[config.mk]
export PLATFORM = sky130hd
export DESIGN_NAME = seg_pair_to_bin
export DESIGN_NICKNAME = d
export VERILOG_FILES = /design/src/rtl/seg_pair_to_bin.sv
export SDC_FILE = /design/constraint.sdc
export NUM_CORES = 1
export LEC_CHECK = 0
export BUFFER_PORTS_ARGS = -buffer_cell sky130_fd_sc_hd__buf_2
export CAP_MARGIN = 40
export CORE_MARGIN = 2
export CORE_UTILIZATION = 29
export DETAILED_ROUTE_END_ITERATION = 12
export MAX_ROUTING_LAYER = met4
export RECOVER_POWER = 25
export SLEW_MARGIN = 10
export SYNTH_ARGS = -nofsm -noshare
export SYNTH_HDL_FRONTEND = slang
export SYNTH_SLANG_ARGS = --single-unit
[constraint.sdc]
create_clock -name clk -period 5.2 [get_ports clk]
set_input_delay 0.26 -clock clk [delete_from_list [all_inputs] [get_ports clk]]
set_output_delay 0.26 -clock clk [all_outputs]
set_load 0.02 [all_outputs]
[src/rtl/seg_pair_to_bin.sv]
// Two-digit active-low 7-segment readback: recovers the binary value 0..99 and the
// blank state once the segment pattern has been steady for STABLE_CYCLES samples.
module seg_pair_to_bin #(
   parameter int unsigned STABLE_CYCLES = 4
) (
   input  logic       clk,
   input  logic       rst_n,
   input  logic [0:6] display1,
   input  logic [0:6] display2,
   output logic [6:0] X,
   output logic       EN,
   output logic       valid,
   output logic       err
);

   localparam logic [3:0]  STABLE  = 4'(STABLE_CYCLES);
   localparam logic [13:0] BLANK_2 = {7'b1111111, 7'b1111111};

   typedef enum logic {SETTLING = 1'b0, LOCKED = 1'b1} state_t;

   // Returns {legal_digit, blank, digit}; an illegal pattern has both flags low.
   function automatic logic [5:0] seg_decode(input logic [0:6] seg);
      case (seg)
         7'b0000001: seg_decode = {2'b10, 4'd0};
         7'b1001111: seg_decode = {2'b10, 4'd1};
         7'b0010010: seg_decode = {2'b10, 4'd2};
         7'b0000110: seg_decode = {2'b10, 4'd3};
         7'b1001100: seg_decode = {2'b10, 4'd4};
         7'b0100100: seg_decode = {2'b10, 4'd5};
         7'b0100000: seg_decode = {2'b10, 4'd6};
         7'b0001111: seg_decode = {2'b10, 4'd7};
         7'b0000000: seg_decode = {2'b10, 4'd8};
         7'b0000100: seg_decode = {2'b10, 4'd9};
         7'b1111111: seg_decode = {2'b01, 4'd0};
         default:    seg_decode = {2'b00, 4'd0};
      endcase
   endfunction

   logic [13:0] pair_s;
   logic [13:0] in_q_r;
   logic [3:0]  cnt_r;
   logic [3:0]  cnt_next_s;
   state_t      state_r;
   logic        commit_s;
   logic [5:0]  dec_u_s;
   logic [5:0]  dec_t_s;
   logic [6:0]  value_s;
   logic [6:0]  x_r;
   logic        en_r;
   logic        valid_r;
   logic        err_r;

   assign pair_s  = {display2, display1};
   assign dec_u_s = seg_decode(in_q_r[6:0]);
   assign dec_t_s = seg_decode(in_q_r[13:7]);
   assign value_s = ({3'b000, dec_t_s[3:0]} * 7'd10) + {3'b000, dec_u_s[3:0]};

   // Stability counter: saturates at STABLE while the sampled pair is unchanged.
   always_comb begin
      cnt_next_s = 4'd0;
      if (pair_s == in_q_r) begin
         if (cnt_r >= STABLE) begin
            cnt_next_s = STABLE;
         end else begin
            cnt_next_s = cnt_r + 4'd1;
         end
      end else begin
         cnt_next_s = 4'd0;
      end
   end

   // Commit happens only on the SETTLING->LOCKED edge, so a held pattern never recommits.
   assign commit_s = (state_r == SETTLING) && (cnt_next_s == STABLE);

   // Sample register, lock state and registered commit outputs.
   always_ff @(posedge clk or negedge rst_n) begin
      if (!rst_n) begin
         in_q_r  <= BLANK_2;
         cnt_r   <= 4'd0;
         state_r <= SETTLING;
         x_r     <= 7'd0;
         en_r    <= 1'b0;
         valid_r <= 1'b0;
         err_r   <= 1'b0;
      end else begin
         in_q_r  <= pair_s;
         cnt_r   <= cnt_next_s;
         state_r <= (cnt_next_s == STABLE) ? LOCKED : SETTLING;
         valid_r <= 1'b0;
         err_r   <= 1'b0;
         if (commit_s) begin
            if (dec_u_s[5] && dec_t_s[5]) begin
               x_r     <= value_s;
               en_r    <= 1'b1;
               valid_r <= 1'b1;
            end else if (dec_u_s[4] && dec_t_s[4]) begin
               x_r     <= 7'd0;
               en_r    <= 1'b0;
               valid_r <= 1'b1;
            end else begin
               err_r   <= 1'b1;
            end
         end else begin
            x_r  <= x_r;
            en_r <= en_r;
         end
      end
   end

   assign X     = x_r;
   assign EN    = en_r;
   assign valid = valid_r;
   assign err   = err_r;

endmodule
# Word level (Yosys, flattened, before mapping)
# Index checks and enable logic that the tools add are counted.
# W data, S select, Z words.
[totals]
reg_bits = 29
wordCells = 56
in_bits = 16
output_inout_bits = 10
[op_classes]
reduce_logical = 7
multipliers = 1
n_mux = 15
n_eq_ne = 22
bitwise = 1
n_addsub = 2
order_cmp = 1
[ops]
columns = ["op", "n"]
rows = [
  ["$pmux W6 S11", 2],
  ["$eq A7 B7 Y1 const B", 6],
  ["$eq A7 B3 Y1 const B", 4],
  ["$eq A7 B6 Y1 const B", 4],
  ["$eq A14 B14 Y1", 1],
  ["$eq A7 B1 Y1 const B", 2],
  ["$eq A7 B4 Y1 const B", 2],
  ["$eq A7 B5 Y1 const B", 2],
  ["$logic_not A7 Y1", 2],
  ["$mux W7", 2],
  ["$mux W1", 9],
  ["$mux W4", 2],
  ["$add A7 B4 Y7", 1],
  ["$mul A4 B3 Y6 const B", 1],
  ["$add A4 B1 Y4 const B", 1],
  ["$eq A4 B3 Y1 const B", 1],
  ["$ge A4 B3 Y1 const B", 1],
  ["$logic_and A1 B1 Y1", 3],
  ["$reduce_and A2 Y1", 1],
  ["$reduce_bool A2 Y1", 1],
  ["$not A1 Y1", 1],
]

# Longest topological paths before layout
# Gate-level depths: netlist of the first run.
[depth]
word_depth = 6
depth_mapped = 12
ltp_nobuf = 11

# Worst setup path after synthesis of the first run
# No wires, ideal clock.
[synth_path]
kind = "reg-to-reg"
startpoint = "register in_q_r[9]"
endpoint = "register x_r[6], in the netlist X[6]"
path_buffers = 1
t_arrival_ns = 2.900
stages_incl_launch_ff = 12
setup_time_ns = 0.137
path_slack_ns = 2.163
synth_period_minus_slack_ns = 3.037
path_cell_list = "dfstp_2 -> clkbuf_1 -> nand4_1 -> or2_2 -> o311ai_4 -> ha_1 -> ha_1 -> fa_1 -> nand2_1 -> nor2_1 -> xnor2_1 -> o22ai_1"
[synth_via]
elab_chain_len = 5
elab_cells_between_ends = 23
[synth_lines]
columns = ["element", "line", "rtl"]
rows = [
  ["from (decl)", "40", "logic [13:0] in_q_r;"],
  ["from (signal assigned)", "86", "in_q_r <= pair_s;"],
  ["$eq A7 B7 Y1 (tied with other cells)", "23", "case (seg)"],
  ["$pmux W6 S11 or $mux W4 (tied branches)", "23, 61", ""],
  ["$mul A4 B3 Y6 (tied with other cells)", "56", "assign value_s = ({3'b000, dec_t_s[3:0]} * 7'd10) + {3'b000, dec_u_s[3:0]};"],
  ["$add A7 B4 Y7 (tied with other cells)", "56", ""],
  ["$mux W7 or $reduce_and A2 Y1 (tied branches)", "--", ""],
  ["to (signal assigned)", "93", "x_r <= value_s;"],
  ["to (signal assigned)", "104", "x_r <= x_r;"],
  ["to (decl)", "48", "logic [6:0] x_r;"],
]
# Parallel ways exist; a longest one is shown, timed or not.
# A chain may end at the register's enable or synchronous reset.

# Worst setup path in the final report of the first run
[layout_path]
startpoint = "register in_q_r[8]"
endpoint = "register x_r[6], in the netlist X[6]"
# The elaborated chain is that of the path after synthesis.

==> results of run 1 <==
==> final cells by class <==
class | count | area (sq um) | area share [%]
clock inverter | 3 | 17.5 | 0.861
multi-input combinational | 122 | 952 | 46.8
inverter | 14 | 52.6 | 2.58
timing repair buffer | 25 | 106 | 5.23
clock buffer | 5 | 68.8 | 3.38
sequential | 29 | 743 | 36.5
tap | 75 | 93.8 | 4.61
==> stage by stage <==
step	hold slack, ps	instances	utilization (%)	total power [mW]
floorplan	-35.6	178	-	0.283
global placement	323	265	32.8	0.300
detailed placement	329	265	32.8	0.301
CTS	16.6	273	34.3	0.485
global route	75.9	273	34.0	0.503
finish	79.6	273	34.0	0.475
==> cells by family after synthesis <==
| logic type | share of synthesized area, % |
|---|---|
| AND/OR/NAND/NOR | 21.8 |
| flip-flops | 41.1 |
| XOR/XNOR | 10.2 |
| other | 0.207 |
| buffers and inverters | 6.29 |
| AO/OA/AOI/OAI | 13.4 |
| adder cells (fa/ha/maj) | 7.05 |
==> flip-flops by register name, indices dropped and copies added (netlist names) <==
register	cells
cnt_r	4
in_q_r	14
X	7
valid	1
err	1
EN	1
state_r	1
==> routing by layer <==
| layer | vias up | global-route usage (%) |
|---|---|---|
| met5 | - | - |
| met4 | 0 | 3.58 |
| met3 | 4 | 3.28 |
| met2 | 37 | 18.5 |
| met1 | 638 | 15.5 |
| li1 | 678 | - |
==> placed cells by master, fill, tap and decap left out, types with 2 or more instances in the layout <==
master     n
nand3_1    3
a21oi_1    6
nor3_1     5
nor3b_1    2
xnor2_1   16
clkbuf_8   5
clkbuf_1  15
nor2b_1    3
buf_2     10
nor2_1     7
or4_1      2
nand4_1    9
ha_1       7
nor4_1     5
o21ai_0    4
nand2_1    8
xor2_1     5
nand4b_1   2
dfrtp_1   15
dfstp_2   14
and4b_1    4
inv_1     14
o22ai_1    7
clkinv_2   2
fa_1       2
or2_2      2
==> report_power, final <==
part           internal, mW  switching, mW  total (mW)
Combinational        0.0193         0.0234      0.0426
Clock                0.0921         0.0884       0.181
Sequential            0.237         0.0155       0.252
Total                 0.348          0.127       0.475
==> worst max-delay path, stage by stage, from the launching register on <==
cell,delay [ps]
dfstp_2,640
nand4_1,130
or2_2,340
o311ai_4,380
ha_1,320
ha_1,210
fa_1,520
nand2_1,60
nor2_1,120
xnor2_1,120
o22ai_1,80
==> path summary, 6_finish.rpt <==
kind / endpoint / startpoint / slack (ps)
max in group asynchronous: cnt_r[1] / rst_n / 3950
setup / recovery: X[6] / in_q_r[8] / 2150
hold / removal: in_q_r[0] / display1[6] / 80
min in group asynchronous: X[6] / rst_n / 340
hold reg to reg: cnt_r[0] / cnt_r[0] / 470
setup reg to reg: X[6] / in_q_r[8] / 2150
==> run_results.csv, run 1 <==
group,metric,value,unit
yosys,ys_async_sr_fraction,100,%
cts,cts_resized,0,
yosys,syn_nets,203,
routing,met2_length,1680,um
critical_path,path_class,"flip-flop to flip-flop",
routing,drt_iter0_drc,51,
yosys,syn_inst,178,
timing,fin_worst_skew,11.3,ps
timing,finalHoldViolCount,0,
timing,setup_viol,0,
layout,area_growth,12.4,%
floorplan,die_area,6890,sq um
critical_path,arrival,3210,ps
cts,cts.reportedPaths.clkPinSlew,70,ps
floorplan,dieWidth,83.0,um
timing,worstMarginPinSlew,1540,ps
timing,fin_ws,2150,ps
routing,vias,1357,
global_routing,grt_max_degree,30,
yosys,synth.most_common_cell,"xnor2_1",
yosys,ys.flop_type,"dfrtp_1",
layout,n_antenna_cell,0,
placed_design,io_buffers,25,
cts,cts_setup_buffers,0,
placed_design,place_congestion,0.778,
routing,via_per_inst,4.97,
placed_design,hpwlAfterDp,2760,um
pwr,ir_worst_vdd,126,uV
layout,nets,222,
floorplan,die_h,83.0,um
timing,fin_crit,3050,ps
global_routing,grt_pass1_vias,1387,
global_routing,gr-total-overflow,0,
timing,rsz0062_at_grt,"false",
pwr,p_leak,0.827,nW
timing,fin_setup_tns,0,ps
routing,antenna_left,0,
critical_path,rr_worst_depth,10,
cts,cts_tree,"done",
layout,fin_area,2030,sq um
timing,maxSlewViolCount,30,
global_routing,antenna_found_initial,0,
yosys,synth_top_area_share,20.7,%
outcome,violations,"max-capacitance violations, max-slew violations",
cts,cts_hold_buf,0,
cts,cts_buffer_depth,2,
floorplan,start_util,30.2,%
global_routing,grt_pass1_wl,6540,um
timing,fmax,328,MHz
yosys,synthDistinctLibCells,48,
yosys,synth_area_per_cell,10.2,sq um
routing,wl_met3,185,um
routing,drt-pass1-iter-count,4,
routing,routed.top_layer,"met4",
pwr,powerDensity,234,nW/um^2
routing,wl,3600,um
routing,met1_length,1690,um
cts,cts-root-buf,"clkbuf_8",
outcome,status,"finished with violations",
floorplan,fp.coreArea,5990,sq um
placed_design,post-place-ws,2150,ps
critical_path,critPathRequiredTime,5360,ps
hold_path,hold_class,"primary input to flip-flop",
critical_path,crit_path_max_fanout,10,
yosys,synth_warnings,0,
yosys,synth_common_cells,"xnor2_1, dfrtp_1, dfstp_2, inv_1, nand4_1",
global_routing,grt.total_usage,12.0,%
critical_path,endpoint_kind,"flip-flop",
timing,slew_headroom,-2.93,%
routing,wl_per_cell,13.2,um
cts,numCtsBuffers,5,
cts,cts.sinks,29,
critical_path,startpoint_type,"flip-flop",
flow_run,cap_violations,1,
yosys,synth_area_leader_cell,"dfrtp_1",
routing,drc,0,
cts,clkLatencyLatePin,280,ps
timing,fin_crit_sh,58.6,%
layout,fillers,643,
yosys,synth_edf_count,0,
floorplan,pin_count,26,
hold_path,hold_depth,1,
yosys,synthesis.area,1810,sq um
yosys,synth_area_leaders,"dfrtp_1, dfstp_2, xnor2_1",
yosys,synth_seq_area_share,41.1,%
yosys,ys_ff_latch,29,
cts,htreeDepth,2,
placed_design,placed_area,1970,sq um
floorplan,rows,28,
layout,drive_gt1_share,21.2,%
No activity file was read; power rests on OpenSTA's default activity.
==> run 2, diff against run 1 <==
clock period = 2.5 ns   (was 5.2 ns; I/O delays follow)
==> run_results.csv, run 2 (synthesized netlist as in run 1, its figures left out) <==
group,metric,value,unit
critical_path,path_delay_family,"simple AND/OR/NAND/NOR gates",
critical_path,cp.depth,10,
floorplan,die_h,83.0,um
critical_path,rr_worst_depth,10,
critical_path,path_class,"flip-flop to flip-flop",
pwr,p_leak,1.05,nW
layout,fin_area,2490,sq um
routing,wl,4180,um
placed_design,place_inst,292,
critical_path,cp_slowest_cell,"or4_4",
floorplan,start_util,30.2,%
critical_path,crit_path_max_fanout,4,
critical_path,endpoint_kind,"flip-flop",
global_routing,grt_pass1_wl,7360,um
timing,setup_viol,4,
outcome,status,"finished with violations",
cts,htreeDepth,2,
routing,drt_iter0_drc,74,
layout,top_register,"in_q_r",
layout,largest_reg_flops,14,
placed_design,io_buffers,25,
layout,n_antenna_cell,0,
floorplan,die_area,6890,sq um
timing,fin_setup_tns,-630,ps
floorplan,dieWidth,83.0,um
timing,finalHoldViolCount,0,
timing,fin_ws,-317,ps
placed_design,post-place-ws,-336,ps
routing,drt-pass1-iter-count,4,
layout,final_cell_mix,"buf_4, xnor2_1, clkbuf_1, dfrtp_1, dlygate4sd3_1",
cts,cts-root-buf,"clkbuf_8",
timing,holdWs,465,ps
floorplan,fp.coreArea,5990,sq um
timing,worstMarginPinSlew,1570,ps
timing,fin_worst_skew,7.40,ps
layout,nets,269,
routing,wl_per_cell,13.1,um
layout,drive_gt1_share,32.2,%
hold_path,hold_class,"flip-flop to flip-flop",
critical_path,startpoint_type,"flip-flop",
timing,fmax,355,MHz
placed_design,placed_area,2170,sq um
critical_path,critPathRequiredTime,2650,ps
timing,maxSlewViolCount,30,
flow_run,cap_violations,1,
layout,final_common_cell,"buf_4",
critical_path,arrival,2970,ps
cts,cts.sinks,29,
critical_path,cp_cell_sequence,"or4_4 > or3_4 > o311ai_4 > ha_1 > ha_2 > fa_1 > nand2_1 > nor2_2 > xnor2_1 > o22ai_1",
outcome,violations,"max-capacitance violations, max-slew violations, negative setup slack",
global_routing,grt.total_usage,13.4,%
routing,drc,0,
critical_path,cp.buffers_inverters,0,
routing,vias,1537,
timing,rsz0062_at_grt,"true",
routing,via_per_inst,4.80,
cts,clkLatencyLatePin,280,ps
floorplan,pin_count,26,
cts,cts_tree,"done",
global_routing,grt_pass1_vias,1602,
placed_design,place_congestion,0.873,
timing,slew_headroom,-4.48,%
global_routing,antenna_found_initial,0,
timing,fin_crit_sh,113,%
floorplan,rows,28,
global_routing,gr-total-overflow,0,
timing,fin_crit,2820,ps
routing,antenna_left,0,
layout,final_core_util,41.5,%
layout,area_growth,37.4,%
pwr,ir_worst_vdd,307,uV
global_routing,grt_max_degree,30,
critical_path,crit_path_max_incr_delay,530,ps
hold_path,hold_depth,1,
placed_design,hpwlAfterDp,3090,um
cts,cts.reportedPaths.clkPinSlew,70,ps
layout,stdcell_count,320,
cts,numCtsBuffers,5,
pwr,powerDensity,472,nW/um^2
pwr,total_power,1.17,mW
cts,cts_buffer_depth,2,
run 2: changes by cell type in the layout (fill, tap and decap cells not counted), sizes merged:
cell,change
clkbuf,+2
bufinv,+1
clkinv,-2
buf,+32
dlygate4sd3,+15
clkinvlp,-1
run 2: power breakdown:
group	internal, mW	total [mW]	switching [mW]
sequential	0.492	0.509	0.0170
clock	0.325	0.506	0.182
combinational	0.0807	0.157	0.0764
run 2: worst paths after layout:
kind | startpoint | end | slack, ps
max reg2reg | in_q_r[10] | X[6] | -320
max | in_q_r[10] | X[6] | -320
max in group asynchronous | rst_n | state_r | 820
min in group asynchronous | rst_n | X[6] | 770
min reg2reg | cnt_r[0] | cnt_r[0] | 470
min | cnt_r[0] | cnt_r[0] | 470
run 2: repair_timing:
action                                 CTS  global route
setup buffers                            4             2
pin swaps                                1             3
setup endpoints to repair                4             4
resized for setup                        3             2
endpoints found under the hold margin   29             0
hold buffers                            15             0
run 2: layout make-up:
class                           count  area [sq um]
Inverter                           14          52.6
Sequential cell                    29           743
Clock inverter                      1          30.0
Multi-Input combinational cell    122           983
Clock buffer                        7          86.3
Fill cell                         586          3500
Timing Repair Buffer               72           497
Tap cell                           75          93.8
run 2: layer usage:
| metal | vias up | track usage, % | share of wire, % |
|---|---|---|---|
| li1 | 770 | - | - |
| met2 | 32 | 22.4 | 49 |
| met1 | 731 | 16.1 | 46 |
| met5 | - | - | 0 |
| met3 | 4 | 2.88 | 3.7 |
| met4 | 0 | 4.47 | 1.1 |
run 2: worst reg2reg max path, delay by kind of cell (launching register included):
kind                     cells  cell delay, ps
AND/OR/NAND/NOR              4            1030
adder cells (fa/ha/maj)      3             980
flip-flops                   1             390
AO/OA/AOI/OAI                2             160
XOR/XNOR                     1             120
